$ cat src/rtl/quad_encoder_array.sv
`default_nettype none
// ---------------------------------------------------------------------------
// quad_encoder_array : NUM_CH filtered quadrature decoders with capture/readout
// Optional macro QENC_SATURATE_EN makes counters saturate instead of wrap.
// Revision 1.0
// ---------------------------------------------------------------------------
module quad_encoder_array #(
  parameter int NUM_CH   = 2,
  parameter int CNT_W    = 16,
  parameter int FILT_LEN = 4,
  parameter int SEL_W    = 1
) (
  input  logic              clk,
  input  logic              rst,
  input  logic [NUM_CH-1:0] in_a,
  input  logic [NUM_CH-1:0] in_b,
  input  logic [NUM_CH-1:0] clr,
  input  logic              capture,
  input  logic [SEL_W-1:0]  sel,
  output logic [CNT_W-1:0]  rd_val,
  output logic [NUM_CH-1:0] err,
  input  logic              err_clr
);

  localparam int FCNT_W = (FILT_LEN > 1) ? $clog2(FILT_LEN) : 1;
  localparam logic [FCNT_W-1:0] FCNT_MAX = FCNT_W'(FILT_LEN - 1);
`ifdef QENC_SATURATE_EN
  localparam logic [CNT_W-1:0] CNT_MAX = {1'b0, {(CNT_W-1){1'b1}}};
  localparam logic [CNT_W-1:0] CNT_MIN = {1'b1, {(CNT_W-1){1'b0}}};
`endif

  logic [CNT_W-1:0] shadow [NUM_CH];
  logic [CNT_W-1:0] rd_val_q, rd_val_d;

  for (genvar ch = 0; ch < NUM_CH; ch++) begin : g_ch
    // Phase pairs are packed as {a, b}.
    logic [1:0] s1_q, s1_d, s2_q, s2_d, samp_q, samp_d;
    logic [1:0] filt_q, filt_d, prev_q, prev_d;
    logic [1:0][FCNT_W-1:0] fcnt_q, fcnt_d;
    logic [CNT_W-1:0] cnt_q, cnt_d, shadow_q, shadow_d;
    logic err_q, err_d;
    logic [1:0] chg;
    logic illegal, step_up, step_dn;

    assign chg     = filt_q ^ prev_q;
    assign illegal = &chg;
    // Forward direction is identified by old A differing from new B.
    assign step_up = (^chg) & (prev_q[1] ^ filt_q[0]);
    assign step_dn = (^chg) & ~(prev_q[1] ^ filt_q[0]);

    always_comb begin
      s1_d     = {in_a[ch], in_b[ch]};
      s2_d     = s1_q;
      samp_d   = s2_q;
      fcnt_d   = fcnt_q;
      filt_d   = filt_q;
      prev_d   = filt_q;
      cnt_d    = cnt_q;
      err_d    = err_q;
      shadow_d = capture ? cnt_q : shadow_q;

      for (int p = 0; p < 2; p++) begin
        if (s2_q[p] == samp_q[p]) begin
          if (fcnt_q[p] != FCNT_MAX) fcnt_d[p] = fcnt_q[p] + 1'b1;
        end else begin
          fcnt_d[p] = '0;
        end
        if (fcnt_d[p] == FCNT_MAX) filt_d[p] = s2_q[p];
      end

      if (step_up) begin
`ifdef QENC_SATURATE_EN
        if (cnt_q != CNT_MAX) cnt_d = cnt_q + CNT_W'(1);
`else
        cnt_d = cnt_q + CNT_W'(1);
`endif
      end else if (step_dn) begin
`ifdef QENC_SATURATE_EN
        if (cnt_q != CNT_MIN) cnt_d = cnt_q - CNT_W'(1);
`else
        cnt_d = cnt_q - CNT_W'(1);
`endif
      end

      if (err_clr) err_d = 1'b0;
      if (illegal) err_d = 1'b1;

      // Reloading filter and decode history from the current sample keeps
      // the clear itself from producing a step on the next cycle.
      if (clr[ch]) begin
        cnt_d  = '0;
        err_d  = 1'b0;
        samp_d = s2_q;
        fcnt_d = '0;
        filt_d = s2_q;
        prev_d = s2_q;
      end
    end

    always_ff @(posedge clk) begin
      if (rst) begin
        s1_q     <= '0;
        s2_q     <= '0;
        samp_q   <= '0;
        fcnt_q   <= '0;
        filt_q   <= '0;
        prev_q   <= '0;
        cnt_q    <= '0;
        err_q    <= 1'b0;
        shadow_q <= '0;
      end else begin
        s1_q     <= s1_d;
        s2_q     <= s2_d;
        samp_q   <= samp_d;
        fcnt_q   <= fcnt_d;
        filt_q   <= filt_d;
        prev_q   <= prev_d;
        cnt_q    <= cnt_d;
        err_q    <= err_d;
        shadow_q <= shadow_d;
      end
    end

    assign shadow[ch] = shadow_q;
    assign err[ch]    = err_q;
  end

  always_comb begin
    rd_val_d = '0;
    for (int i = 0; i < NUM_CH; i++) begin
      if (int'(sel) == i) rd_val_d = shadow[i];
    end
  end

  always_ff @(posedge clk) begin
    if (rst) rd_val_q <= '0;
    else     rd_val_q <= rd_val_d;
  end

  assign rd_val = rd_val_q;

endmodule
`default_nettype wire

$ cat config.mk
export PLATFORM = sky130hd
export DESIGN_NAME = quad_encoder_array
export DESIGN_NICKNAME = d
export VERILOG_FILES = /design/src/rtl/quad_encoder_array.sv
export SDC_FILE = /design/constraint.sdc
export NUM_CORES = 1
export LEC_CHECK = 0
export ABC_AREA = 1
export ABC_CLOCK_PERIOD_IN_PS = 7270
export CAP_MARGIN = 40
export CORE_MARGIN = 1
export CORE_UTILIZATION = 53
export CTS_CLUSTER_SIZE = 40
export DETAILED_ROUTE_END_ITERATION = 10
export DONT_BUFFER_PORTS = 1
export GPL_ROUTABILITY_DRIVEN = 0
export PLACE_DENSITY = 0.68
export SETUP_SLACK_MARGIN = 0.2
export SYNTH_ARGS = -nofsm -noshare
export SYNTH_HDL_FRONTEND = slang
export SYNTH_SLANG_ARGS = --single-unit
$ cat constraint.sdc
create_clock -name clk -period 7.27 [get_ports clk]
set_input_delay 1.454 -clock clk [delete_from_list [all_inputs] [get_ports clk]]
set_output_delay 1.454 -clock clk [all_outputs]
set_load 0.02 [all_outputs]
==> run summary <==
TritonCTS built the clock tree. Layout cell share with drive strength beyond 1: 0.03824. The floorplan die area was 11420 sq um; the final instance count without filler cells was 999. The netlist uses 31 different library cells.

In this run the deepest clock path goes through 2 buffers. Yosys mapped a number of flops with a built-in enable equal to 0. For the total routing usage reported by global routing, the log shows 0.2270. The via count of the first global-routing pass came out at 4632.

The master cell of the clock root buffer was sky130_fd_sc_hd__clkbuf_8. STA classifies the critical path startpoint as a flip-flop. Entering global routing, the biggest net connects 40 pins. The footprint of the flip-flops and latches is 2202 sq um.

The number of endpoints with negative hold slack in the final report is 0, and the data arrival time of the critical path is 4.07 ns. The critical path's top delay family was simple AND/OR/NAND/NOR gates. The floorplan step set the die height to 106.9 um. Endpoint type of the worst setup path: a flip-flop. The detailed router finished its first iteration with 237 violations. The run gives 5 as the number of detailed-routing iterations run before antenna repair. The tools report the worst-case vdd ir drop as 0.1806 mV.

The tools report the number of max-slew violations in the final report as 0. Port buffering added 0 buffers. The main flop type after synthesis was sky130_fd_sc_hd__dfxtp_1.

Post-CTS timing repair inserted 0 buffers for setup. The tools report the number of antenna violations at the first check in global routing as 0. The routed layout has 5009 vias. The layout has 1031 filler cells.

The signal on the critical path passes through xor2_1 > ha_1 > nand3_1 > ha_1 > or2_1 > nand3b_1 > nand2_1 > nand2_1 > nand2_1 > nand2_1 > nand3_1 > nand2_1 > inv_1. Clock transition at the registers of the reported paths: 0.11 ns. The peak per-stage delay on the critical path is 0.87 ns. In this run the count of I/O pins placed on the die edge is 29.

The run finished with clean final reports. For this run, the top clock speed supported by timing is 264.9 MHz. The number of placed instances, taps included, is 984. The portion of total power attributed to the clock network came out at 0.244. In the final layout, the multi-input gates occupy 2945 sq um. The synthesized netlist occupies a cell area of 5831 sq um. Final clock period utilization by the worst path: 0.5193. The worst hold path belongs to the class flip-flop to flip-flop. Relative to the synthesized area, the layout overhead comes to 4.378%. The run gives 110 as the TritonCTS sink count. The max-capacitance violation count came out at 0. At the later pin of the worst-skew pair, clock insertion delay measures 0.39 ns.

Overflow left after global routing: 0. Counting every instance in the synthesized netlist gives 871. The DRC violations left was 0; the vias per cell was 5.014. Post-DP HPWL: 9012 um. Cell internal power was estimated by the tool at 912.7 uW.

The floorplan step set the die width to 106.9 um. The clock skew after layout was 0.01233 ns; the combined buffer and inverter count along the critical path was 1. At the worst endpoint, the required time is 7.57 ns.

The slowest stage of the critical path belongs to the cell sky130_fd_sc_hd__ha_1. Timing analysis after detailed placement gives a worst setup slack of 3.475 ns. The post-cts repair resize count was 0; the leakage power summed over all cells was 0.003240 uW. The logs give 10510 sq um for the core outline area and 0.3777 for the sequential share of the synthesized area. The analysis attributes to net switching a power of 475.1 uW. The final layout contains routed wiring with a total length of 11880 um. In this run the core area contains 37 standard-cell rows. Once routing completed, OpenROAD measured the worst setup slack at 3.495 ns. The critical path is of the flip-flop to flip-flop type. For the logic gate share of total power, the log shows 0.276. The H-tree was split into 3 levels.

Setup violations remaining at the end of the flow were counted as 0. The repair_antennas step left the layout with diodes totalling 0. The count of warnings emitted by yosys was 0. The net count of the mapped netlist came out at 916. Setup repair after global routing left no endpoint under its margin.

For the pin with the worst max-slew slack, the measured transition is 0.8916 ns. The flip-flop and latch count after synthesis is 110, and the post-synthesis average cell area is 6.694 sq um. The most numerous cell type found on the critical path is sky130_fd_sc_hd__nand2_1. The share of total power consumed by net switching came out at 0.3423. The proportion of register bits with asynchronous set or reset after synthesis is 0. In the final routed layout, each cell accounts on average for 11.89 um. The logs give 904 for the number of nets in the final layout and 0 for the hold buffer count at CTS. The setup TNS after final layout was 0 ns. The sequential share of power is 0.481. The tools report the first-pass GRT wire length as 20600 um.

Number of buffers created by CTS: 9. The routed design could run at a clock period as short as 3.775 ns. The worst-case headroom to the max-slew limit came out at 0.4056.

Of all nets on the critical path, the largest fanout is 28. The number of nets with antenna violations after detailed routing is 0, and the initial core utilization is 0.5548. The power density over the cells came out at 228.0 nW/um^2.
==> Yosys cell counts (2+ instances only) <==
cell type | instances | share of area
sky130_fd_sc_hd__a21oi_1 | 35 | 0.030
sky130_fd_sc_hd__buf_2 | 9 | 0.0077
sky130_fd_sc_hd__buf_4 | 5 | 0.0064
sky130_fd_sc_hd__clkbuf_1 | 10 | 0.0064
sky130_fd_sc_hd__dfxtp_1 | 110 | 0.38
sky130_fd_sc_hd__fa_1 | 2 | 0.0069
sky130_fd_sc_hd__ha_1 | 32 | 0.069
sky130_fd_sc_hd__inv_1 | 146 | 0.094
sky130_fd_sc_hd__nand2_1 | 185 | 0.12
sky130_fd_sc_hd__nand2_2 | 7 | 0.0075
sky130_fd_sc_hd__nand3_1 | 53 | 0.045
sky130_fd_sc_hd__nand3_2 | 2 | 0.0034
sky130_fd_sc_hd__nand4_1 | 7 | 0.0075
sky130_fd_sc_hd__nor2_1 | 166 | 0.11
sky130_fd_sc_hd__nor2_4 | 2 | 0.0039
sky130_fd_sc_hd__nor3_1 | 3 | 0.0026
sky130_fd_sc_hd__nor3_2 | 2 | 0.0034
sky130_fd_sc_hd__o211ai_1 | 6 | 0.0077
sky130_fd_sc_hd__o21ai_0 | 61 | 0.052
sky130_fd_sc_hd__or2_1 | 3 | 0.0032
sky130_fd_sc_hd__xnor2_1 | 8 | 0.012
sky130_fd_sc_hd__xor2_1 | 8 | 0.012
==> through the flow <==
step           area (sq um)  total power, uW  hold slack (ns)  utilization
2_1_floorplan          5831            993.0           0.3883            -
3_3_place_gp           5869             1047           0.3902       0.5585
3_5_place_dp           5912             1060           0.3928       0.5626
4_1_cts                6086             1399           0.4057       0.5791
5_1_grt                6086             1489           0.4277       0.5791
6_report               6086             1388           0.4033       0.5791
==> sequential cells by signal (all words and copies together) (netlist names), 4 cells and up <==
signal / cells
g_ch.cnt_q: 32
g_ch.shadow_q: 32
rd_val: 16
g_ch.fcnt_q: 8
g_ch.filt_q: 4
g_ch.prev_q: 4
g_ch.s1_q: 4
g_ch.s2_q: 4
g_ch.samp_q: 4
==> final timing paths <==
check	endpoint	startpoint	cells past startpoint	slack [ns]
worst min register to register	g_ch[1].s2_q[1]	g_ch[1].s1_q[1]	2	0.40
worst max-delay path	g_ch[0].cnt_q[9]	g_ch[0].filt_q[0]	13	3.49
worst min-delay path	g_ch[1].s2_q[1]	g_ch[1].s1_q[1]	2	0.40
worst max register to register	g_ch[0].cnt_q[9]	g_ch[0].filt_q[0]	13	3.49
==> per-layer routing <==
layer	vias to the layer above	share of wire	global-route usage
li1	2661	-	-
met1	2266	0.48	0.2871
met2	70	0.47	0.3848
met3	12	0.035	0.04498
met4	0	0.014	0.07730
met5	-	0	0
==> cell type report <==
class	count	area share
well taps	136	0.02796
clock buffers	11	0.02323
flip-flops and latches	110	0.3618
clock inverters	4	0.005345
inverters	147	0.09067
multi-input cells	589	0.4840
repair buffers	2	0.006990
==> power groups by stage <==
stage | sequential (uW) | combinational (uW) | clock (uW)
6_report | 667 | 383 | 338
5_1_grt | 672 | 442 | 374
4_1_cts | 667 | 381 | 351
3_5_place_dp | 681 | 379 | 0
3_3_place_gp | 681 | 366 | 0
2_1_floorplan | 674 | 319 | 0
==> kinds of logic (layout without fill, tap and decap cells) <==
kind of cell,after synthesis,after routing,share of synthesized area
AND/OR/NAND/NOR,435,435,0.3131
buffers and inverters,172,164,0.1172
flip-flops,110,110,0.3777
AO/OA/AOI/OAI,104,104,0.09249
adder cells (fa/ha/maj),34,34,0.07554
XOR/XNOR,16,16,0.02404
==> worst min-delay path: stages (launching register included) <==
cell,delay [ns]
sky130_fd_sc_hd__dfxtp_1,0.30
sky130_fd_sc_hd__inv_1,0.04
sky130_fd_sc_hd__nor2_1,0.03
==> layout by cell type (no fill, tap or decap), types with 6 or more instances in the layout <==
cell type and instances:
sky130_fd_sc_hd__nand2_1 185, sky130_fd_sc_hd__nor2_1 166, sky130_fd_sc_hd__inv_1 146, sky130_fd_sc_hd__dfxtp_1 110
sky130_fd_sc_hd__o21ai_0 61, sky130_fd_sc_hd__nand3_1 53, sky130_fd_sc_hd__a21oi_1 35, sky130_fd_sc_hd__ha_1 32
sky130_fd_sc_hd__clkbuf_8 10, sky130_fd_sc_hd__xor2_1 8, sky130_fd_sc_hd__xnor2_1 8, sky130_fd_sc_hd__nand2_2 7
sky130_fd_sc_hd__nand4_1 7, sky130_fd_sc_hd__o211ai_1 6
Power figures use the tool's default switching activity.
